$ cat src/rtl/uart_pkg.sv
// Shared UART definitions: frame-format codes, their decoders and the TX FSM state encoding.
// Kept apart from the transmitter so the RX successor can reuse the same decoders.
package uart_pkg;

  typedef enum logic [2:0] {
    PAR_NONE  = 3'b000,
    PAR_ODD   = 3'b001,
    PAR_EVEN  = 3'b010,
    PAR_MARK  = 3'b011,
    PAR_SPACE = 3'b100
  } parity_e;

  typedef enum logic [1:0] {
    STOP_ONE      = 2'b00,
    STOP_ONE_HALF = 2'b01,
    STOP_TWO      = 2'b10
  } stop_e;

  typedef enum logic [2:0] {
    ST_IDLE,
    ST_START,
    ST_DATA,
    ST_PARITY,
    ST_STOP
  } state_e;

  // Codes 0..4 select 5..9 bits; anything else, or wider than the payload port, falls back to 8.
  function automatic logic [3:0] decode_data_bits(input logic [2:0] code,
                                                  input int unsigned data_w);
    logic [3:0] n;
    n = (code <= 3'd4) ? ({1'b0, code} + 4'd5) : 4'd8;
    if (32'(n) > data_w) n = 4'd8;
    return n;
  endfunction

  function automatic parity_e decode_parity(input logic [2:0] code);
    parity_e mode;
    case (code)
      3'b001:  mode = PAR_ODD;
      3'b010:  mode = PAR_EVEN;
      3'b011:  mode = PAR_MARK;
      3'b100:  mode = PAR_SPACE;
      default: mode = PAR_NONE;
    endcase
    return mode;
  endfunction

  function automatic stop_e decode_stop(input logic [1:0] code);
    return (code == 2'b11) ? STOP_ONE : stop_e'(code);
  endfunction

  function automatic logic parity_bit(input parity_e mode, input logic data_xor);
    logic p;
    case (mode)
      PAR_ODD:  p = ~data_xor;
      PAR_EVEN: p = data_xor;
      PAR_MARK: p = 1'b1;
      default:  p = 1'b0;
    endcase
    return p;
  endfunction

endpackage

$ cat src/rtl/uart_baud_gen.sv
// Baud-rate divider: one tick every div+1 clocks, restartable with clr.
// pre_tick flags the clock just before a tick (always high when div is 0).
module uart_baud_gen #(
  parameter int DIV_W = 16
) (
  input  logic             clk,
  input  logic             rst_n,
  input  logic             clr,
  input  logic [DIV_W-1:0] div,
  output logic             tick,
  output logic             pre_tick
);

  logic [DIV_W-1:0] cnt_q;

  assign tick     = (cnt_q == div);
  assign pre_tick = (div == '0) || (cnt_q == div - DIV_W'(1));

  // NOTE: state updates use non-blocking assignments so every flop samples pre-edge values.
  always_ff @(posedge clk or negedge rst_n) begin
    if (!rst_n) begin
      cnt_q <= '0;
    end else if (clr || tick) begin
      cnt_q <= '0;
    end else begin
      cnt_q <= cnt_q + DIV_W'(1);
    end
  end

endmodule

$ cat src/rtl/uart_tx_core.sv
// Single-clock UART transmitter with runtime frame format and valid/ready payload input.
// Define UART_TX_CTS_EN to add a synchronised active-low cts_n input that gates new frames.
module uart_tx_core
  import uart_pkg::*;
#(
  parameter int DATA_W     = 9,
  parameter int OVERSAMPLE = 16,
  parameter int DIV_W      = 16
) (
  input  logic              clk,
  input  logic              rst_n,
  input  logic [DIV_W-1:0]  baud_div,
  input  logic              tx_en,
  input  logic [2:0]        data_bits,
  input  logic [2:0]        parity,
  input  logic [1:0]        stop_bits,
  input  logic [DATA_W-1:0] s_data,
  input  logic              s_valid,
`ifdef UART_TX_CTS_EN
  input  logic              cts_n,
`endif
  output logic              s_ready,
  output logic              tx,
  output logic              busy,
  output logic              tx_done
);

  localparam int TICK_W = $clog2(OVERSAMPLE * 3 / 2);
  localparam logic [TICK_W-1:0] TICK_LAST      = TICK_W'(OVERSAMPLE - 1);
  localparam logic [TICK_W-1:0] TICK_LAST_HALF = TICK_W'(OVERSAMPLE * 3 / 2 - 1);

  state_e              state_q, state_d;
  logic [DATA_W-1:0]   shift_q, shift_d;
  logic [3:0]          nbits_q, nbits_d;
  logic [3:0]          bit_cnt_q, bit_cnt_d;
  logic [TICK_W-1:0]   tick_cnt_q, tick_cnt_d;
  parity_e             par_mode_q, par_mode_d;
  logic                par_bit_q, par_bit_d;
  stop_e               stop_q, stop_d;
  logic [DIV_W-1:0]    div_q, div_d;
  logic                tx_q, tx_d;
  logic                done_q, done_d;
  logic                run_q;

  logic                tick, pre_tick;
  logic                accept;
  logic [3:0]          nbits_in;
  logic [DATA_W-1:0]   data_masked;
  logic [TICK_W-1:0]   stop_tick_last, bit_tick_last;
  logic                bit_end, final_stop_bit, frame_end;

  uart_baud_gen #(.DIV_W(DIV_W)) u_baud (
    .clk      (clk),
    .rst_n    (rst_n),
    .clr      (state_q == ST_IDLE),
    .div      (div_q),
    .tick     (tick),
    .pre_tick (pre_tick)
  );

`ifdef UART_TX_CTS_EN
  logic [1:0] cts_sync_q;

  always_ff @(posedge clk or negedge rst_n) begin
    if (!rst_n) cts_sync_q <= 2'b11;
    else        cts_sync_q <= {cts_sync_q[0], cts_n};
  end

  assign s_ready = run_q & (state_q == ST_IDLE) & tx_en & ~cts_sync_q[1];
`else
  assign s_ready = run_q & (state_q == ST_IDLE) & tx_en;
`endif

  assign accept      = s_valid & s_ready;
  assign nbits_in    = decode_data_bits(data_bits, DATA_W);
  assign data_masked = s_data & ~({DATA_W{1'b1}} << nbits_in);

  assign tx      = tx_q;
  assign busy    = (state_q != ST_IDLE);
  assign tx_done = done_q;

  // The frame's final clock is spent in IDLE with tx_done high, so a queued byte
  // starts its start bit on the very next clock and every bit still lasts exactly T.
  assign stop_tick_last = (stop_q == STOP_ONE_HALF) ? TICK_LAST_HALF : TICK_LAST;
  assign bit_tick_last  = (state_q == ST_STOP) ? stop_tick_last : TICK_LAST;
  assign bit_end        = tick && (tick_cnt_q == bit_tick_last);
  assign final_stop_bit = (stop_q == STOP_TWO) ? (bit_cnt_q == 4'd1) : 1'b1;
  assign frame_end      = final_stop_bit && pre_tick &&
                          (tick_cnt_q == ((div_q == '0) ? stop_tick_last - TICK_W'(1)
                                                        : stop_tick_last));

  // NOTE: every next-state signal gets a default first, so no path leaves one unassigned (no latches).
  always_comb begin
    state_d    = state_q;
    shift_d    = shift_q;
    nbits_d    = nbits_q;
    bit_cnt_d  = bit_cnt_q;
    tick_cnt_d = tick_cnt_q;
    par_mode_d = par_mode_q;
    par_bit_d  = par_bit_q;
    stop_d     = stop_q;
    div_d      = div_q;
    tx_d       = tx_q;
    done_d     = 1'b0;

    if (state_q != ST_IDLE && tick) begin
      tick_cnt_d = bit_end ? '0 : tick_cnt_q + TICK_W'(1);
    end

    case (state_q)
      ST_IDLE: begin
        tx_d       = 1'b1;
        tick_cnt_d = '0;
        if (accept) begin
          state_d    = ST_START;
          tx_d       = 1'b0;
          shift_d    = s_data;
          nbits_d    = nbits_in;
          par_mode_d = decode_parity(parity);
          par_bit_d  = parity_bit(decode_parity(parity), ^data_masked);
          stop_d     = decode_stop(stop_bits);
          div_d      = baud_div;
          bit_cnt_d  = '0;
        end
      end
      ST_START: begin
        if (bit_end) begin
          state_d   = ST_DATA;
          tx_d      = shift_q[0];
          shift_d   = shift_q >> 1;
          bit_cnt_d = '0;
        end
      end
      ST_DATA: begin
        if (bit_end) begin
          if (bit_cnt_q == nbits_q - 4'd1) begin
            bit_cnt_d = '0;
            if (par_mode_q != PAR_NONE) begin
              state_d = ST_PARITY;
              tx_d    = par_bit_q;
            end else begin
              state_d = ST_STOP;
              tx_d    = 1'b1;
            end
          end else begin
            tx_d      = shift_q[0];
            shift_d   = shift_q >> 1;
            bit_cnt_d = bit_cnt_q + 4'd1;
          end
        end
      end
      ST_PARITY: begin
        if (bit_end) begin
          state_d   = ST_STOP;
          tx_d      = 1'b1;
          bit_cnt_d = '0;
        end
      end
      ST_STOP: begin
        tx_d = 1'b1;
        if (frame_end) begin
          state_d = ST_IDLE;
          done_d  = 1'b1;
        end else if (bit_end) begin
          bit_cnt_d = bit_cnt_q + 4'd1;
        end
      end
      default: begin
        state_d = ST_IDLE;
        tx_d    = 1'b1;
      end
    endcase
  end

  always_ff @(posedge clk or negedge rst_n) begin
    if (!rst_n) begin
      state_q    <= ST_IDLE;
      shift_q    <= '0;
      nbits_q    <= 4'd8;
      bit_cnt_q  <= '0;
      tick_cnt_q <= '0;
      par_mode_q <= PAR_NONE;
      par_bit_q  <= 1'b0;
      stop_q     <= STOP_ONE;
      div_q      <= '0;
      tx_q       <= 1'b1;
      done_q     <= 1'b0;
      run_q      <= 1'b0;
    end else begin
      state_q    <= state_d;
      shift_q    <= shift_d;
      nbits_q    <= nbits_d;
      bit_cnt_q  <= bit_cnt_d;
      tick_cnt_q <= tick_cnt_d;
      par_mode_q <= par_mode_d;
      par_bit_q  <= par_bit_d;
      stop_q     <= stop_d;
      div_q      <= div_d;
      tx_q       <= tx_d;
      done_q     <= done_d;
      run_q      <= 1'b1;
    end
  end

endmodule

$ cat config.mk
export PLATFORM = sky130hd
export DESIGN_NAME = uart_tx_core
export DESIGN_NICKNAME = d
export VERILOG_FILES = /design/src/rtl/uart_pkg.sv /design/src/rtl/uart_baud_gen.sv /design/src/rtl/uart_tx_core.sv
export SDC_FILE = /design/constraint.sdc
export NUM_CORES = 1
export LEC_CHECK = 0
export BUFFER_PORTS_ARGS = -buffer_cell sky130_fd_sc_hd__buf_2
export CORE_MARGIN = 1
export CORE_UTILIZATION = 60
export CTS_CLUSTER_SIZE = 20
export DETAILED_ROUTE_END_ITERATION = 12
export PLACE_DENSITY = 0.81
export SETUP_SLACK_MARGIN = 0.4
export SYNTH_ARGS = -nofsm -noshare
export SYNTH_HDL_FRONTEND = slang
export SYNTH_SLANG_ARGS = --single-unit
export TNS_END_PERCENT = 10
$ cat constraint.sdc
create_clock -name clk -period 6.8 [get_ports clk]
set_input_delay 1.7 -clock clk [delete_from_list [all_inputs] [get_ports clk]]
set_output_delay 1.7 -clock clk [all_outputs]
set_load 0.02 [all_outputs]
==> metrics.md, run 1 <==
| Metric | Value |
|---|---|
| Initial Util | `0.621` |
| Synth area leaders | `dfrtp_1 38%, nand2_1 7.3%, xnor2_1 6.0%, nor2_1 3.9%, xor2_1 3.7%` |
| Hold buffers post-CTS | `0` |
| Setup Crit Path Kind | `reg -> out` |
| Unrepaired setup endpoints after global routing | `false` |
| Slowest-stage cell, CP | `nor3_1` |
| Peak VDD IR | `249 uV` |
| NetSw | `797 uW` |
| Post-synth EDFFs | `0` |
| IO buf count | `40` |
| Hold Path Class | `reg -> reg` |
| Status | `complete, no violations` |
| Initial antenna violation count | `0` |
| Clock Skew | `8.30 ps` |
| Crit start category | `flop` |
| CP max FO | `15` |
| Yosys reg bits | `66` |
| Setup TNS | `0 ps` |
| Nets | `572` |
| Wire per inst | `about 16 um` |
| Fillers | `roughly 580` |
| Endpoints failing hold | `0` |
| Worst hold slack | `482 ps` |
| Net Sw Frac | `0.435` |
| Global-route wire length before repair | `16.5 mm` |
| Antenna diode count | `0` |
| Pwr dens | `391 nW/um^2` |
| Comb pwr share | `0.445` |
| Worst-path cell chain | `nor3_1 -> inv_1 -> buf_2` |
| Period minus WS final | `about 3900 ps` |
| H-tree Lvls | `3` |
| Vias per inst | `5.86` |
| CP delay by family, top | `simple AND/OR/NAND/NOR gates` |
| Largest net degree at the start of global routing | `67` |
| Routed wire length | `9.74 mm` |
| Mapped cell area | `about 4200 sq um` |
| Worst path bufs/invs | `2` |
| CTS tree | `built` |
| Design area | `between 4000 and 5000 sq um` |
| Post_cts resized | `0` |
| Routability cong. | `a little over 0.9` |
| Yosys warns | `0` |
| Post-synth ARST share | `1.00` |
| Post-route DRC | `0` |
| Clock latency on the worst-skew pair | `approximately 360 ps` |
| Slew Limit Fails | `0` |
| Die width | `roughly 86 um` |
| Synth top area share | `0.377` |
| Total number of vias | `3677` |
| Gr usage total | `0.286` |
| Max frequency | `0.260 GHz` |
| Root Driver | `clkbuf_8` |
| Clock transition at path regs | `roughly 70 ps` |
| Yosys cell types | `65` |
| Full die area | `7410 sq um` |
| Syn Nets | `537` |
| Antenna-violating nets left | `0` |
| Initial DRC Count | `224` |
| Proportion of layout cells with a drive suffix above 1 | `0.145` |
| GRT overflow | `0` |
| TritonRoute pass-1 iters | `4` |
| Top_reg_cell synth | `dfrtp_1` |
| Reg power frac | `0.372` |
| Core area | `6830 sq um` |
| Setup Fix Bufs, Post-CTS | `0` |
| Final setup fails | `0` |
| Arrival time worst endpoint | `2150 ps` |
| Worst-Margin Slew | `1080 ps` |
| Clock Tree Buf Depth | `2` |
| Post-DP HPWL | `7.07 mm` |
| Vias in the first global route | `3508` |
| Max incr delay on CP | `720 ps` |
| Static leakage | `2.11 nW` |
| Max-cap viol count | `0` |
| FP Rows | `30` |
| Worst endpoint required time | `5100 ps` |
| Synth Instances | `491` |
| Register area share after synthesis | `0.390` |
| Clk network pwr share | `0.182` |
| Max_slew headroom | `0.279` |
| Avg Inst Size Synth | `8.64 sq um` |
| CTS buffer count | `9` |
| Dpl cells | `611` |
| IO Pins | `41` |
| Internal power | `1.04 mW` |
| P&R area growth vs syn | `10.6%` |
| Final Instance Count excl. Fillers | `627` |
| DP Area | `4500 sq um` |
| Crit end category | `output pin` |
| Clock sink count | `66` |
| Die Y | `around 86 um` |
| Leading area contributor after synthesis | `dfrtp_1` |
| Period utilization | `0.567` |
[layout by cell type, fill, tap and decap left out, types with 17 or more instances in the layout]
master,n
nand2_1,83
dfrtp_1,64
nor2_1,44
buf_2,40
xnor2_1,29
o21ai_0,21
a21oi_1,20
nand3_1,19
xor2_1,18
inv_1,17
[power by group through the flow]
stage	sequential (mW)	clock (mW)	combinational, mW
final	0.683	0.334	0.816
after global routing	0.699	0.352	0.906
after floorplan	0.611	0	0.685
after detailed placement	0.682	0	0.804
after CTS	0.677	0.335	0.812
after global placement	0.675	0	0.777
[worst reg2reg max path, delay by kind of cell, from the launching register on]
family / cells / cell delay [ps]
simple gates: 4 / 2100
compound gates: 3 / 450
flops: 1 / 560
mux: 1 / 220
[cells in the mapped netlist (3+ instances only)]
master	number
a211o_1	3
nand2b_1	8
nor2b_1	6
nor3_1	10
nor2_1	44
o21ai_0	21
o31ai_1	6
o211ai_1	3
nand4b_1	3
nand3b_1	4
and3_1	9
clkbuf_1	11
nand3_1	19
a21oi_1	20
inv_1	17
nor4_1	5
o2111ai_1	3
o21ai_1	10
or3_1	3
buf_2	4
mux2i_1	12
nor3b_1	4
dfrtp_1	64
nand2_1	83
a31oi_1	3
nand4_1	9
ha_1	9
a21o_1	5
xor2_1	18
xnor2_1	29
[kinds of logic after synthesis]
| group | count (synthesis) | synth area share |
|---|---|---|
| adder cells (fa/ha/maj) | 9 | 0.0265 |
| AO/OA/AOI/OAI | 94 | 0.143 |
| flip-flops | 66 | 0.390 |
| AND/OR/NAND/NOR | 224 | 0.269 |
| other | 1 | 0.000884 |
| multiplexers | 15 | 0.0363 |
| XOR/XNOR | 48 | 0.102 |
| buffers and inverters | 34 | 0.0330 |
[worst paths after layout]
path                               startpoint               to  slack, ps  cells after the start
min in group asynchronous               rst_n  u_baud.cnt_q[3]       1520                      2
worst max register to register     state_q[0]     bit_cnt_q[3]       3370                      8
worst min register to register  par_mode_q[1]    par_mode_q[1]        480                      1
worst max-delay path               state_q[0]             busy       2950                      3
worst min-delay path            par_mode_q[1]    par_mode_q[1]        480                      1
max in group asynchronous               rst_n       nbits_q[2]       4740                      2
[per-layer routing]
metal | global-route usage | part of all wire
met2 | 0.456 | 0.46
met4 | 0.103 | 0.012
met3 | 0.0549 | 0.055
met1 | 0.388 | 0.47
met5 | 0 | 0
[through the flow]
stage           util  worst slack (ps)  total power, mW
6_report       0.687              2950             1.83
5_1_grt        0.687              2770             1.96
4_1_cts        0.687              2970             1.82
3_5_place_dp   0.658              2910             1.49
3_3_place_gp   0.658              2990             1.45
2_1_floorplan      -              3130             1.30
[flip-flops by register name (all words and copies together), names as in the netlist]
name	count
par_mode_q	3
tx	1
tick_cnt_q	5
u_baud.cnt_q	16
bit_cnt_q	4
div_q	16
shift_q	9
stop_q	2
nbits_q	4
state_q	3
par_bit_q	1
run_q	1
tx_done	1
[area by class of cell]
class	count	area [sq um]	share of cell area
sequential	66	1650	0.353
clock inverter	5	55.1	0.0117
timing repair buffer	41	208	0.0443
inverter	17	63.8	0.0136
tap	96	120	0.0256
clock buffer	11	141	0.0301
multi-input combinational	391	2450	0.522
Power figures use the tool's default switching activity.
==> run 2: changes to the inputs <==
- CORE_UTILIZATION: 60 -> 54
- PLACE_DENSITY: 0.81 -> 0.77
- clock period: 6.8 -> 3.5 ns (I/O delays scaled with it)
==> run 2 against run 1 <==
Register-to-register slack worse by 2800 ps. Critical path type is now reg -> reg. Clock power up 110%. Hold slack better by 0.97 ps. Utilization down 4.4 points. Combinational power up 100%. Design area up 1.5%. Highest routed layer unchanged. Sequential power up 92%. Critical path depth up 5. Largest cell class unchanged.
==> metrics.md, run 2 (synthesis gave the netlist of run 1 again) <==
| Metric | Value |
|---|---|
| Status | `complete, no violations (unchanged)` |
| Root Driver | `clkbuf_8 (unchanged)` |
| Slew Limit Fails | `0 (unchanged)` |
| Crit start category | `flop (unchanged)` |
| Proportion of layout cells with a drive suffix above 1 | `0.151 (was 0.145)` |
| Total number of vias | `3670 (was 3677)` |
| P&R area growth vs syn | `12.2% (was 10.6%)` |
| Final Instance Count excl. Fillers | `634 (was 627)` |
| Worst endpoint required time | `3740 ps (was 5100 ps)` |
| Clock transition at path regs | `80 ps (was 70 ps)` |
| Die width | `90.7 um (was 86.1 um)` |
| Final setup fails | `0 (unchanged)` |
| Antenna diode count | `0 (unchanged)` |
| Initial DRC Count | `237 (was 224)` |
| Period utilization | `0.834` |
| Clock sink count | `66 (unchanged)` |
| Internal power | `2.11 mW (was 1.04 mW)` |
| Post_cts resized | `0 (unchanged)` |
| Clock Tree Buf Depth | `2 (unchanged)` |
| Most frequent cells in the layout | `83 x nand2_1, 64 x dfrtp_1, 44 x nor2_1, 40 x buf_2, 29 x xnor2_1 (unchanged)` |
| Crit end category | `flop (was output pin)` |
| Pwr dens | `769 nW/um^2 (was 391 nW/um^2)` |
| Net Sw Frac | `0.425 (was 0.435)` |
| GRT overflow | `0 (unchanged)` |
| Hold Path Class | `reg -> reg (unchanged)` |
| Dpl cells | `620 (was 611)` |
| NetSw | `1.55 mW (was 797 uW)` |
| Nets | `578 (was 572)` |
| Vias in the first global route | `3624 (was 3508)` |
| CTS tree | `built (unchanged)` |
| Arrival time worst endpoint | `3160 ps (was 2150 ps)` |
| Core area | `7410 sq um (was 6830 sq um)` |
| IO buf count | `40 (unchanged)` |
| Static leakage | `2.15 nW (was 2.11 nW)` |
| Setup TNS | `0 ps (unchanged)` |
| Unrepaired setup endpoints after global routing | `false (unchanged)` |
| CP max FO | `9 (was 15)` |
| Global-route wire length before repair | `17.2 mm (was 16.5 mm)` |
| Reg power frac | `0.357 (was 0.372)` |
| Max-cap viol count | `0 (unchanged)` |
| Routed wire length | `10.1 mm (was 9.74 mm)` |
| IO Pins | `41 (unchanged)` |
| Max frequency | `0.343 GHz` |
| Final core occ | `0.643 (was 0.687)` |
| CTS buffer count | `9 (unchanged)` |
| Hold buffers post-CTS | `0 (unchanged)` |
| H-tree Lvls | `3 (unchanged)` |
| Antenna-violating nets left | `0 (unchanged)` |
| Worst-Margin Slew | `894 ps (was 1080 ps)` |
| Leading cell type in the layout, fill and taps excluded | `nand2_1 (unchanged)` |
| Initial antenna violation count | `0 (unchanged)` |
| Period minus WS final | `2920 ps` |
| Worst hold slack | `483 ps (was 482 ps)` |
| Full die area | `8220 sq um (was 7410 sq um)` |
| Biggest regs | `div_q (16), u_baud.cnt_q (16), shift_q (9) (unchanged)` |
| Wire per inst | `16.0 um (was 15.5 um)` |
| Initial Util | `0.573 (was 0.621)` |
| Clock latency on the worst-skew pair | `350 ps (was 360 ps)` |
| Die Y | `90.7 um (was 86.1 um)` |
| Comb pwr share | `0.451 (was 0.445)` |
| Vias per inst | `5.79 (was 5.86)` |
| Largest net degree at the start of global routing | `35 (was 67)` |
| TritonRoute pass-1 iters | `5 (was 4)` |
| Post-DP HPWL | `7.53 mm (was 7.07 mm)` |
| Setup Crit Path Kind | `reg -> reg (was reg -> out)` |
| Clk network pwr share | `0.192 (was 0.182)` |
| Routability cong. | `0.931 (was 0.935)` |
| Clock Skew | `15.8 ps (was 8.30 ps)` |
| Post-route DRC | `0 (unchanged)` |
| Endpoints failing hold | `0 (unchanged)` |
| Setup Fix Bufs, Post-CTS | `0 (unchanged)` |
| Peak VDD IR | `368 uV (was 249 uV)` |
| Total Power | `3.66 mW (was 1.83 mW)` |
| Max_slew headroom | `0.398 (was 0.279)` |
| Gr usage total | `0.264 (was 0.286)` |
| FP Rows | `31 (was 30)` |
## run 2: path summary, 6_finish.rpt
| kind | to | slack (ps) | cells past startpoint | startpoint |
|---|---|---|---|---|
| min in group asynchronous | u_baud.cnt_q[3] | 600 | 1 | rst_n |
| worst max register to register | state_q[2] | 580 | 8 | div_q[2] |
| worst min register to register | par_mode_q[0] | 480 | 1 | par_mode_q[0] |
| worst min-delay path | par_mode_q[0] | 480 | 1 | par_mode_q[0] |
| worst max-delay path | state_q[2] | 580 | 8 | div_q[2] |
| max in group asynchronous | nbits_q[3] | 2170 | 2 | rst_n |
## run 2: final cells by class
cell class	instances	area, sq um
clock buffer	11	141
inverter	17	63.8
sequential	66	1650
timing repair buffer	47	265
fill	665	2650
clock inverter	3	65.1
multi-input combinational	391	2450
tap	99	124
## run 2: power by group through the flow
| stage | Clock (mW) | Combinational, mW | Sequential, mW |
|---|---|---|---|
| 2_1_floorplan | 0 | 1.33 | 1.19 |
| 3_3_place_gp | 0 | 1.59 | 1.30 |
| 3_5_place_dp | 0 | 1.63 | 1.32 |
| 4_1_cts | 0.714 | 1.65 | 1.30 |
| 5_1_grt | 0.741 | 1.83 | 1.34 |
| 6_report | 0.702 | 1.65 | 1.31 |
## run 2: routing by layer
metal,part of all wire,GRT usage
met5,0,0
met4,0.022,0.112
met3,0.044,0.0404
met2,0.45,0.414
met1,0.48,0.364
## run 2: per-stage QoR
step                cell area (sq um)  setup slack (ps)
floorplan                        4240               834
global placement                 4560               571
detailed placement               4560               435
CTS                              4760               616
global route                     4760               476
finish                           4760               580
## run 2: worst max-delay path: stages (launching register included)
cell and delay [ps]:
dfrtp_1 520, nor4_1 790, nor2b_1 270, xnor2_1 130, nor3_1 150, nand4_1 110
nor4_1 350, o21ai_0 220, a31o_2 280
==> run 3: changes to the inputs <==
- CORE_UTILIZATION: 54 -> 60
- PLACE_DENSITY: 0.77 -> 0.81
- clock period: 3.5 -> 2.72 ns (I/O delays scaled with it)
==> run 3 against run 2 <==
Clock skew decreased by 2.6 ps. Register-to-register slack got worse by 420 ps. Utilization up 13 points. Design area rose by 11%. Critical path depth is 3 higher. Worst setup slack lost 420 ps. Sequential cell count is the same. Hold slack got worse by 120 ps.
==> metrics.md, run 3 (synthesis gave the netlist of run 1 again) <==
| Metric | Value |
|---|---|
| Slew Limit Fails | `0 (unchanged)` |
| R2R Path Start | `div_q[0] (was div_q[2])` |
| CP max FO | `4 (was 9)` |
| End of the worst register-to-register path | `bit_cnt_q[1] (was state_q[2])` |
| CTS buffer count | `9 (unchanged)` |
| Clock Tree Buf Depth | `2 (unchanged)` |
| Unrepaired setup endpoints after global routing | `true (was false)` |
| TritonRoute pass-1 iters | `6 (was 5)` |
| Hold Path Class | `in -> async (was reg -> reg)` |
| Worst endpoint required time | `2940 ps (was 3740 ps)` |
| Initial Util | `0.621 (was 0.573)` |
| Status | `complete, no violations (unchanged)` |
| Comb pwr share | `0.543 (was 0.451)` |
| Worst-path cell chain | `inv_2 -> ha_4 -> nor3b_4 -> buf_4 -> o2111ai_2 -> a211o_1 -> o211ai_1 -> nand4b_1 -> o21ai_2 -> a21boi_2 -> mux2_1 (was nor4_1 -> nor2b_1 -> xnor2_1 -> nor3_1 -> nand4_1 -> nor4_1 -> o21ai_0 -> a31o_2)` |
| Routed wire length | `11.5 mm (was 10.1 mm)` |
| Slowest-stage cell, CP | `dfrtp_1 (was nor4_1)` |
| P&R area growth vs syn | `24.2% (was 12.2%)` |
| Crit start category | `flop (unchanged)` |
| CP delay by family, top | `compound AO/OA/AOI/OAI gates (was simple AND/OR/NAND/NOR gates)` |
| R2r worst-path depth | `11 (was 8)` |
| Clock latency on the worst-skew pair | `350 ps (about the same)` |
| Final setup fails | `0 (unchanged)` |
| Largest net degree at the start of global routing | `38 (was 35)` |
| GRT overflow | `0 (unchanged)` |
| Core area | `6830 sq um (was 7410 sq um)` |
| Endpoints failing hold | `0 (unchanged)` |
| Gr usage total | `0.324 (was 0.264)` |
| Reg power frac | `0.314 (was 0.357)` |
| Arrival time worst endpoint | `2780 ps (was 3160 ps)` |
| Vias per inst | `6.03 (was 5.79)` |
| Most frequent cells in the layout | `83 x nand2_1, 62 x dfrtp_1, 43 x nor2_1, 42 x buf_4, 40 x buf_2 (was 83 x nand2_1, 64 x dfrtp_1, 44 x nor2_1, 40 x buf_2, 29 x xnor2_1)` |
| Max-cap viol count | `0 (unchanged)` |
| Final setup margin | `165 ps (was 580 ps)` |
| Post-DP HPWL | `7.47 mm (was 7.53 mm)` |
| GR Util met3 | `0.0635 (was 0.0404)` |
| M1 GR Usage | `0.451 (was 0.364)` |
| Flop2flop setup slack | `160 ps (was 580 ps)` |
| Worst hold slack | `363 ps (was 483 ps)` |
| Antenna-violating nets left | `0 (unchanged)` |
| Internal power | `2.93 mW (was 2.11 mW)` |
| Full die area | `7410 sq um (was 8220 sq um)` |
| FP Rows | `30 (was 31)` |
| Final Instance Count excl. Fillers | `673 (was 634)` |
| Placement Setup Slack | `-24.0 ps (was 435 ps)` |
| H-tree Lvls | `3 (unchanged)` |
| Max_slew headroom | `0.442 (was 0.398)` |
| Net Sw Frac | `0.445 (was 0.425)` |
| Global-route wire length before repair | `18.6 mm (was 17.2 mm)` |
| Die width | `86.1 um (was 90.7 um)` |
| Antenna diode count | `0 (unchanged)` |
| Nets | `618 (was 578)` |
| Setup TNS | `0 ps (unchanged)` |
| Die Y | `86.1 um (was 90.7 um)` |
| Peak VDD IR | `602 uV (was 368 uV)` |
| Crit end category | `flop (unchanged)` |
| Pwr dens | `1000 nW/um^2 (was 769 nW/um^2)` |
| Vias in the first global route | `3900 (was 3624)` |
| Clk network pwr share | `0.144 (was 0.192)` |
| Worst path bufs/invs | `2 (was 0)` |
| Max frequency | `0.391 GHz (was 0.343 GHz)` |
| Clock Skew | `13.2 ps (was 15.8 ps)` |
| Initial antenna violation count | `0 (unchanged)` |
| IO buf count | `40 (unchanged)` |
| Period utilization | `0.939 (was 0.834)` |
| GR Layer Usage met2 | `0.496 (was 0.414)` |
| Clock transition at path regs | `80 ps (about the same)` |
| Clock sink count | `66 (unchanged)` |
| Setup Crit Path Kind | `reg -> reg (unchanged)` |
| Static leakage | `2.37 nW (was 2.15 nW)` |
| Wire per inst | `17.1 um (was 16.0 um)` |
| Root Driver | `clkbuf_8 (unchanged)` |
| Routability cong. | `1.02 (was 0.931)` |
| Max incr delay on CP | `410 ps (was 790 ps)` |
| CP startpoint | `div_q[0] (was div_q[2])` |
| IO Pins | `41 (unchanged)` |
| CTS tree | `built (unchanged)` |
| Total number of vias | `4059 (was 3670)` |
| Top Usage Layer GRT | `met2 (unchanged)` |
| Dpl cells | `628 (was 620)` |
| Biggest regs | `div_q (16), u_baud.cnt_q (16), shift_q (9) (unchanged)` |
| Post-route DRC | `0 (unchanged)` |
| Worst-Margin Slew | `835 ps (was 894 ps)` |
| Proportion of layout cells with a drive suffix above 1 | `0.263 (was 0.151)` |
| Leading cell type in the layout, fill and taps excluded | `nand2_1 (unchanged)` |
| Period minus WS final | `2560 ps (was 2920 ps)` |
| Initial DRC Count | `433 (was 237)` |
| NetSw | `2.35 mW (was 1.55 mW)` |
-- run 3: changes by cell type in the layout (fill, tap and decap cells not counted), sizes merged --
cell | before | now
clkinvlp | 0 | 2
clkinv | 1 | 4
buf | 47 | 85
clkbuf | 11 | 10
o311ai | 1 | 3
bufinv | 2 | 0
-- run 3: layout make-up --
type / instances / area, sq um
Multi-Input combinational cell: 393 / 2690
Sequential cell: 66 / 1660
Fill cell: 486 / 1560
Timing Repair Buffer: 85 / 558
Clock buffer: 10 / 138
Tap cell: 96 / 120
Inverter: 17 / 63.8
Clock inverter: 6 / 42.5
-- run 3: worst max path at each step --
stage | endpoint | slack (ps) | cells past startpoint
after floorplan | bit_cnt_q[1] | 370 | 10
after global placement | bit_cnt_q[1] | 100 | 10
after detailed placement | par_bit_q | -20 | 8
after CTS | shift_q[4] | 270 | 9
after global routing | bit_cnt_q[1] | 100 | 11
final | bit_cnt_q[1] | 160 | 11
-- run 3: stage by stage --
| stage | cell area (sq um) | power [mW] | util |
|---|---|---|---|
| 6_report | 5270 | 5.27 | 0.771 |
| 5_1_grt | 5270 | 5.61 | 0.771 |
| 4_1_cts | 5170 | 5.04 | 0.757 |
| 3_5_place_dp | 4680 | 3.96 | 0.685 |
| 3_3_place_gp | 4680 | 3.85 | 0.685 |
| 2_1_floorplan | 4290 | 3.28 | - |
-- run 3: layer usage --
layer | vias to the layer above | wire [um]
met5 | - | 0
li1 | 1886 | -
met1 | 1923 | 4900
met3 | 44 | 823
met4 | 0 | 310
met2 | 206 | 5450
-- run 3: what timing repair did --
item / in CTS / in global routing
pin swaps: 25 / 14
endpoints found under the setup margin: 25 / 38
gates resized for setup: 20 / 14
cloned: 2 / 0
hold buffers: 0 / 0
buffers inserted: 23 / 4
-- run 3: power groups by stage --
stage	Sequential, mW	Combinational (mW)	Clock, mW
CTS	1.64	2.64	0.767
floorplan	1.53	1.75	0
global route	1.69	3.10	0.819
global placement	1.64	2.21	0
finish	1.65	2.86	0.759
detailed placement	1.66	2.30	0
